==> src/rtl/inv_edge_counter_pkg.sv <==
// Shared types and defaults for the inverter edge counter and related cell-monitor stages.
package inv_edge_counter_pkg;

  localparam int unsigned DefCntW       = 16;
  localparam int unsigned DefGateCycles = 1024;
  localparam int unsigned DefTimerW     = 24;

  typedef enum logic {
    StIdle = 1'b0,
    StGate = 1'b1
  } state_e;

  // A single-byte result still gets a 1-bit selector so the port never collapses to zero width.
  function automatic int unsigned byte_sel_w(input int unsigned cnt_w);
    return (cnt_w / 8 > 1) ? $clog2(cnt_w / 8) : 1;
  endfunction

endpackage

==> src/rtl/inv_edge_counter_sync.sv <==
// Brings an asynchronous analog-cell output into the clk domain and flags its rising edges.
module edge_sync (
  input  logic clk,
  input  logic rst_n,
  input  logic d,
  output logic rise
);

  logic s1_q, s2_q, s3_q;

  always_ff @(posedge clk or negedge rst_n) begin
    if (!rst_n) begin
      s1_q <= 1'b0;
      s2_q <= 1'b0;
      s3_q <= 1'b0;
    end else begin
      s1_q <= d;
      s2_q <= s1_q;
      s3_q <= s2_q;
    end
  end

  assign rise = s2_q & ~s3_q;

endmodule

==> src/rtl/inv_edge_counter.sv <==
// Counts rising edges of the inverter output over a fixed gate window and exposes the
// latched, saturating count one byte at a time.
module inv_edge_counter
  import inv_edge_counter_pkg::*;
#(
  parameter int unsigned CNT_W       = DefCntW,
  parameter int unsigned GATE_CYCLES = DefGateCycles,
  parameter int unsigned TIMER_W     = DefTimerW
) (
  input  logic                          clk,
  input  logic                          rst_n,
  input  logic                          ena,
  input  logic                          sig_in,
  input  logic                          start,
  input  logic [byte_sel_w(CNT_W)-1:0]  byte_sel,
  output logic                          busy,
  output logic                          done,
  output logic                          ovf,
  output logic [7:0]                    data_out
);

  localparam int unsigned NumBytes = CNT_W / 8;
  localparam int unsigned SelW     = byte_sel_w(CNT_W);
  localparam logic [CNT_W-1:0]   CntMax    = '1;
  localparam logic [TIMER_W-1:0] TimerLoad = TIMER_W'(GATE_CYCLES - 1);

  logic rise;

  edge_sync u_edge_sync (
    .clk   (clk),
    .rst_n (rst_n),
    .d     (sig_in),
    .rise  (rise)
  );

  state_e             state_q, state_d;
  logic [CNT_W-1:0]   cnt_q, cnt_d, cnt_inc;
  logic [CNT_W-1:0]   result_q, result_d;
  logic [TIMER_W-1:0] timer_q, timer_d;
  logic               ovf_pend_q, ovf_pend_d;
  logic               ovf_q, ovf_d;
  logic               done_q, done_d;
  logic [7:0]         data_q, data_d;

  assign cnt_inc = (rise && (cnt_q != CntMax)) ? cnt_q + CNT_W'(1) : cnt_q;

  always_comb begin
    state_d    = state_q;
    cnt_d      = cnt_q;
    timer_d    = timer_q;
    ovf_pend_d = ovf_pend_q;
    result_d   = result_q;
    ovf_d      = ovf_q;
    done_d     = 1'b0;

    if (!ena) begin
      // Abort: drop the partial count, keep the last published result.
      state_d    = StIdle;
      cnt_d      = '0;
      ovf_pend_d = 1'b0;
    end else begin
      unique case (state_q)
        StIdle: begin
          if (start) begin
            state_d    = StGate;
            cnt_d      = '0;
            timer_d    = TimerLoad;
            ovf_pend_d = 1'b0;
          end
        end
        StGate: begin
          cnt_d      = cnt_inc;
          ovf_pend_d = ovf_pend_q | (cnt_inc == CntMax);
          if (timer_q == '0) begin
            // Terminal cycle: its own rise is folded into the published result.
            state_d  = StIdle;
            result_d = cnt_inc;
            ovf_d    = ovf_pend_d;
            done_d   = 1'b1;
          end else begin
            timer_d = timer_q - TIMER_W'(1);
          end
        end
        default: state_d = StIdle;
      endcase
    end
  end

  always_comb begin
    data_d = 8'h00;
    for (int unsigned i = 0; i < NumBytes; i++) begin
      if (byte_sel == SelW'(i)) data_d = result_q[8*i +: 8];
    end
  end

  always_ff @(posedge clk or negedge rst_n) begin
    if (!rst_n) begin
      state_q    <= StIdle;
      cnt_q      <= '0;
      timer_q    <= '0;
      ovf_pend_q <= 1'b0;
      result_q   <= '0;
      ovf_q      <= 1'b0;
      done_q     <= 1'b0;
      data_q     <= 8'h00;
    end else begin
      state_q    <= state_d;
      cnt_q      <= cnt_d;
      timer_q    <= timer_d;
      ovf_pend_q <= ovf_pend_d;
      result_q   <= result_d;
      ovf_q      <= ovf_d;
      done_q     <= done_d;
      data_q     <= data_d;
    end
  end

  assign busy     = (state_q == StGate);
  assign done     = done_q;
  assign ovf      = ovf_q;
  assign data_out = data_q;

endmodule

==> config.mk <==
export PLATFORM = sky130hd
export DESIGN_NAME = inv_edge_counter
export DESIGN_NICKNAME = d
export VERILOG_FILES = /design/src/rtl/inv_edge_counter_pkg.sv /design/src/rtl/inv_edge_counter_sync.sv /design/src/rtl/inv_edge_counter.sv
export SDC_FILE = /design/constraint.sdc
export NUM_CORES = 1
export LEC_CHECK = 0
export BUFFER_PORTS_ARGS = -buffer_cell sky130_fd_sc_hd__buf_4
export CELL_PAD_IN_SITES_DETAIL_PLACEMENT = 2
export CELL_PAD_IN_SITES_GLOBAL_PLACEMENT = 2
export CORE_MARGIN = 4
export CORE_UTILIZATION = 39
export DETAILED_ROUTE_END_ITERATION = 6
export GPL_TIMING_DRIVEN = 0
export PLACE_DENSITY_LB_ADDON = 0.1
export SETUP_SLACK_MARGIN = 0.2
export SYNTH_ARGS = -nofsm -noshare
export SYNTH_HDL_FRONTEND = slang
export SYNTH_SLANG_ARGS = --single-unit
==> constraint.sdc <==
create_clock -name clk -period 8.5 [get_ports clk]
set_clock_uncertainty 0.05 [all_clocks]
set_input_delay 1.275 -clock clk [delete_from_list [all_inputs] [get_ports clk]]
set_output_delay 1.275 -clock clk [all_outputs]
set_load 0.1 [all_outputs]
==> impl_metrics.env, run 1 <==
export IMPL_syn_area_per_cell_um2=9.883
export IMPL_rows=34
export IMPL_drt_pass1_iter_count=4
export IMPL_clock_sinks=71
export IMPL_synthCells=366
export IMPL_drtAntennaViolNets=0
export IMPL_syn_nets=374
export IMPL_wl_per_cell_um=19.08
export IMPL_fin_util_pct=46.02
export IMPL_crit_required_ns=8.72
export IMPL_clk_latency_ns=0.35
export IMPL_vias=2872
export IMPL_seq_power_share_pct=49.7
export IMPL_drt_iter0_drc=135
export IMPL_timing_slew_headroom_pct=33.61
export IMPL_ys_types=54
export IMPL_n_fill_cell=983
export IMPL_die_w_um=104.3
export IMPL_r2r_slack_ns=5.26
export IMPL_synth_warnings=0
export IMPL_hold_buffers=0
export IMPL_ir_drop_mv=0.08078
export IMPL_min_path_type="reg2reg"
export IMPL_synth_edf_count=0
export IMPL_clockPowerShare_pct=44.0
export IMPL_pwr_share_comb_pct=6.2
export IMPL_dominantRegCellSynth="dfrtp_1"
export IMPL_start_util_pct=40.68
export IMPL_grt_max_degree=72
export IMPL_portBuffers=15
export IMPL_num_antenna_cells=0
export IMPL_leakage_uw=0.001697
export IMPL_finalHoldViolCount=0
export IMPL_ys_ff_latch=71
export IMPL_tritoncts="built"
export IMPL_finalSetupViolCount=0
export IMPL_power_density_mw_per_mm2=172.8
export IMPL_cts_resized=0
export IMPL_tns_ns=0
export IMPL_clockRootBuffer="clkbuf_8"
export IMPL_preCtsSetupSlack_ns=5.221
export IMPL_fin_ws_ns=5.259
export IMPL_timing_final_crit_share_pct=38.13
export IMPL_cp_max_fo=8
export IMPL_dieArea_mm2=0.01088
export IMPL_wirelength_mm=9.633
export IMPL_endpoint_kind="flop"
export IMPL_cap_violations=0
export IMPL_clk_path_buf_depth=2
export IMPL_coreArea_mm2=0.008891
export IMPL_synthArstFlopShare_pct=100.0
export IMPL_cts_buffers=9
export IMPL_grt_use_total_pct=18.73
export IMPL_post_route_drc_count=0
export IMPL_fin_cells=505
export IMPL_clk_pin_slew_ns=0.08
export IMPL_status="completed"
export IMPL_vias_per_cell=5.687
export IMPL_intPower_uw=524.4
export IMPL_crit_type="reg2reg"
export IMPL_cp_arrival_ns=3.46
export IMPL_dp_cells=489
export IMPL_rsz0062_at_grt="no"
export IMPL_gp_congestion=0.8071
export IMPL_drive_gt1_share_pct=14.86
export IMPL_grt_antenna_before_repair=0
export IMPL_grt_pass1_wl_mm=16.55
export IMPL_layout_nets=400
export IMPL_tightest_slew_ns=0.9937
export IMPL_grt_pass1_vias=3087
export IMPL_htree_levels=3
export IMPL_ios=17
export IMPL_grt_ovfl_total=0
export IMPL_hpwl_mm=6.827
export IMPL_critPathLaunchType="flop"
export IMPL_slew_viol_final=0
export IMPL_power_switching_uw=182.6
export IMPL_layout_commonest_cell="dfrtp_1"
export IMPL_postCtsSetupRepairBufs=0
export IMPL_fmax_mhz=308.5
export IMPL_ys_seq_area_share_pct=49.12
export IMPL_die_h_um=104.3
export IMPL_final_cell_mix="71 x dfrtp_1, 40 x nor2_1, 28 x nand2_1, 28 x o21ai_0, 20 x xnor2_1"
export IMPL_min_period_ns=3.241
export IMPL_synth_area_mm2=0.003617
export IMPL_syn_to_final_growth_pct=13.11
export IMPL_swShare_pct=25.83
sequential cells by signal, indices dropped and copies added (netlist names):
name              flops
u_edge_sync.s3_q      1
data_out              8
busy                  1
done                  1
u_edge_sync.s2_q      1
result_q             16
ovf_pend_q            1
ovf                   1
cnt_q                16
timer_q              24
u_edge_sync.s1_q      1
cells in the mapped netlist (2+ instances only):
master    instances  share of area (%)
ha_1              2               0.69
or2_2             2               0.35
inv_1             3               0.31
a21oi_1          16                2.2
clkbuf_1         13                1.3
dfrtp_1          71                 49
nor2_1           40                4.2
a21oi_2           6                1.5
o21a_1            2               0.41
nand4_1          12                2.1
or3_1             8                1.4
buf_1             2               0.21
or4_4             2               0.62
and4_1            4               0.97
o211ai_1          2               0.41
o311ai_0          2               0.48
buf_6             3               0.93
o21ai_0          28                3.9
nor3b_1           2               0.41
nand4b_1          2               0.48
nand2b_1          4               0.69
and3_1            4               0.69
a31oi_1           5               0.86
nand2_1          28                2.9
nor3_1           11                1.5
xor2_1           10                2.4
a21o_1            2               0.41
nor4_1            9                1.6
nand3_1           8                1.1
and3b_1           2               0.48
mux2_2            9                2.8
mux2i_1           2               0.55
o31ai_1           5                1.0
xnor2_1          20                4.8
or4_1             6                1.2
cell type report:
| class | count | area [um^2] | area share [%] |
|---|---|---|---|
| Buffer | 19 | 95.09 | 2.324 |
| Clock buffer | 9 | 123.9 | 3.028 |
| Clock inverter | 7 | 102.6 | 2.508 |
| Inverter | 4 | 27.53 | 0.6728 |
| Multi-Input combinational cell | 272 | 1718 | 41.99 |
| Sequential cell | 71 | 1777 | 43.43 |
| Tap cell | 108 | 135.1 | 3.303 |
| Timing Repair Buffer | 15 | 112.6 | 2.752 |
stage by stage:
| stage | power, uW | hold slack [ns] | instance area (um^2) |
|---|---|---|---|
| 3_5_place_dp | 403.7 | 0.3017 | 3865 |
| 3_3_place_gp | 402.2 | 0.2922 | 3865 |
| 5_1_grt | 744.3 | 0.3356 | 4091 |
| 2_1_floorplan | 383.2 | 0.2812 | 3617 |
| 4_1_cts | 717.8 | 0.3215 | 4091 |
| 6_report | 707.1 | 0.3147 | 4091 |
critical path, stage by stage (launching register included):
cell and delay [ns]:
dfrtp_1 0.47, ha_1 0.18, buf_1 0.31, nand2_1 0.19, a2111oi_1 0.84, xnor2_1 0.31, a2111oi_0 0.44, nand4_1 0.21
o21ai_0 0.19
logic make-up (layout without fill, tap and decap cells):
logic type / Yosys count / after routing / synth area share [%]
and+or+nand+nor: 153 / 153 / 23.21
DFF: 71 / 71 / 49.12
muxes: 11 / 11 / 3.355
adders and majority gates: 2 / 2 / 0.6917
buffers and inverters: 23 / 54 / 3.390
xor gates and xnor gates: 30 / 30 / 7.264
AOI/OAI and AO/OA: 76 / 76 / 12.97
path summary, 6_finish.rpt:
check / from / to / depth (start not counted)
max: cnt_q[0]$_DFFE_PN0P_ / ovf_pend_q$_DFFE_PN0P_ / 8
min: u_edge_sync.s1_q$_DFF_PN0_ / u_edge_sync.s2_q$_DFF_PN0_ / 0
max reg2reg: cnt_q[0]$_DFFE_PN0P_ / ovf_pend_q$_DFFE_PN0P_ / 8
min reg2reg: u_edge_sync.s1_q$_DFF_PN0_ / u_edge_sync.s2_q$_DFF_PN0_ / 0
max in group asynchronous: rst_n / result_q[4]$_DFFE_PN0P_ / 1
min in group asynchronous: rst_n / timer_q[14]$_DFFE_PN0P_ / 1
power groups by stage:
stage               Combinational, uW  Clock (uW)  Sequential [uW]
floorplan                        21.3           0              362
global placement                 44.0           0              358
detailed placement               45.2           0              358
CTS                              45.5         320              352
global route                     50.0         341              353
finish                           44.1         311              352
routing by layer:
layer  vias to the layer above  wire (um)  global-route usage [%]
li1                       1383          -                       -
met3                         4        287                   5.152
met1                      1456       4819                   26.31
met5                         -          0                       0
met4                         0         61                   3.514
met2                        29       4465                   29.11
Power figures use the tool's default switching activity.
==> inputs of run 2 (changes only) <==
- CORE_UTILIZATION: 39 -> 36
- clock period: 8.5 -> 2.9 ns (I/O delays scaled with it)
==> run 2 against run 1 <==
  * Critical path depth fell by 1
  * Cell area rose by 10%
  * Maximum frequency grew 18%
  * Via count up 5.0%
  * First-iteration DRC count increased by 3.7%
  * Worst setup slack worse by 5.1 ns
  * Cell count is 8.7% higher
  * Clock-buffer cell count rose by 1
==> impl_metrics.env, run 2 (synthesized netlist as in run 1, its figures left out) <==
export IMPL_grt_ovfl_total=0
export IMPL_wirelength_mm=11.08
export IMPL_post_route_drc_count=0
export IMPL_die_h_um=108.2
export IMPL_leakage_uw=0.001886
export IMPL_final_cell_mix="70 x dfrtp_1, 29 x nor2_1, 28 x buf_4, 27 x nand2_1, 27 x o21ai_0"
export IMPL_dieArea_mm2=0.01172
export IMPL_die_w_um=108.2
export IMPL_timing_slew_headroom_pct=35.20
export IMPL_coreArea_mm2=0.009774
export IMPL_crit_required_ns=3.09
export IMPL_critPathLaunchType="flop"
export IMPL_layout_nets=419
export IMPL_finalHoldViolCount=0
export IMPL_hold_buffers=0
export IMPL_n_fill_cell=1039
export IMPL_clock_sinks=71
export IMPL_clockRootBuffer="clkbuf_8"
export IMPL_grt_pass1_wl_mm=17.82
export IMPL_layout_commonest_cell="dfrtp_1"
export IMPL_cp_max_fo=8
export IMPL_fin_util_pct=46.22
export IMPL_clk_path_buf_depth=2
export IMPL_hpwl_mm=7.017
export IMPL_min_period_ns=2.758
export IMPL_tightest_slew_ns=0.9700
export IMPL_tritoncts="built"
export IMPL_slew_viol_final=0
export IMPL_power_density_mw_per_mm2=440.1
export IMPL_crit_type="reg2reg"
export IMPL_cp_arrival_ns=2.95
export IMPL_clk_latency_ns=0.35
export IMPL_htree_levels=3
export IMPL_top_register="timer_q"
export IMPL_clk_pin_slew_ns=0.08
export IMPL_reg_top3="timer_q (24), cnt_q (16), result_q (16)"
export IMPL_grt_max_degree=72
export IMPL_cpPeakStageDelay_ns=0.56
export IMPL_grt_antenna_before_repair=0
export IMPL_start_util_pct=37.01
export IMPL_drive_gt1_share_pct=26.68
export IMPL_vias=3015
export IMPL_min_path_type="in2reg"
export IMPL_vias_per_cell=5.492
export IMPL_gp_congestion=0.7752
export IMPL_fin_ws_ns=0.1417
export IMPL_finalSetupViolCount=0
export IMPL_timing_final_crit_share_pct=95.12
export IMPL_cap_violations=0
export IMPL_status="completed"
export IMPL_r2r_slack_ns=0.14
export IMPL_num_antenna_cells=0
export IMPL_rsz0062_at_grt="yes"
export IMPL_crit_slowest_cell="or4_4"
export IMPL_drt_pass1_iter_count=4
export IMPL_syn_to_final_growth_pct=24.90
export IMPL_largest_reg_flops=24
export IMPL_drtAntennaViolNets=0
export IMPL_portBuffers=15
export IMPL_grt_use_total_pct=19.65
export IMPL_path_cells="or4_4, or4_4, or3_4, nand2b_4, buf_8, clkinv_8, mux2_4"
export IMPL_wl_per_cell_um=20.18
export IMPL_endpoint_kind="flop"
export IMPL_fmax_mhz=362.5
export IMPL_grt_pass1_vias=3284
export IMPL_cts_buffers=9
export IMPL_drt_iter0_drc=140
export IMPL_ir_drop_mv=0.2762
export IMPL_ios=17
export IMPL_rows=36
export IMPL_preCtsSetupSlack_ns=-0.4165
export IMPL_crit_top_cell="or4_4"
==> run 2: final timing paths <==
path / from / to / depth (start not counted)
max: timer_q[9]$_DFFE_PN0P_ / result_q[5]$_DFFE_PN0P_ / 7
min: sig_in / u_edge_sync.s1_q$_DFF_PN0_ / 1
max reg2reg: timer_q[9]$_DFFE_PN0P_ / result_q[5]$_DFFE_PN0P_ / 7
min reg2reg: u_edge_sync.s1_q$_DFF_PN0_ / u_edge_sync.s2_q$_DFF_PN0_ / 0
max in group asynchronous: rst_n / cnt_q[0]$_DFFE_PN0P_ / 1
min in group asynchronous: rst_n / timer_q[6]$_DFFE_PN0P_ / 1
==> run 2: what timing repair did <==
item | CTS | global route
gates resized for setup | 16 | 53
endpoints found under the setup margin | 40 | 39
setup buffers | 11 | 7
gates cloned | 0 | 1
pin swaps | 5 | 11
==> run 2: report_power, final <==
group | total (uW) | internal (uW) | switching, uW
clock | 817 | 402 | 414
sequential | 1030 | 1010 | 25.5
combinational | 139 | 39.2 | 99.5
total | 1990 | 1450 | 539
==> run 2: cell type report <==
class	instances	area (um^2)	area share, %
buffer	19	126.4	2.797
clock buffer	10	127.6	2.825
clock inverter	6	68.82	1.523
inverter	4	27.53	0.6092
multi-input combinational	272	1928	42.68
sequential	71	1778	39.35
tap	133	166.4	3.683
timing repair buffer	34	295.3	6.536
==> run 2: per-layer routing <==
metal	share of wire, %	up-vias	track usage (%)
li1	-	1418	-
met1	48	1565	27.63
met2	49	22	31.53
met3	1.9	10	4.119
met4	0.79	0	3.787
met5	0	-	0
==> run 2: critical path: cells and delay by family (launching register included) <==
kind / cells / cell delay (ns)
buffers and inverters: 2 / 0.23
DFF: 1 / 0.40
muxes: 1 / 0.29
and+or+nand+nor: 4 / 1.65
==> run 2: stage by stage <==
stage | TNS, ns | cell area (um^2) | instances | total power, uW | hold WS (ns)
after floorplan | 0 | 3617 | 366 | 1123 | 0.08941
after global placement | -0.7673 | 3896 | 514 | 1182 | 0.2891
after detailed placement | -1.305 | 3896 | 514 | 1190 | 0.2998
after CTS | 0 | 4257 | 541 | 2019 | 0.1248
after global routing | 0 | 4518 | 549 | 2081 | 0.1188
final | 0 | 4518 | 549 | 1988 | 0.1352
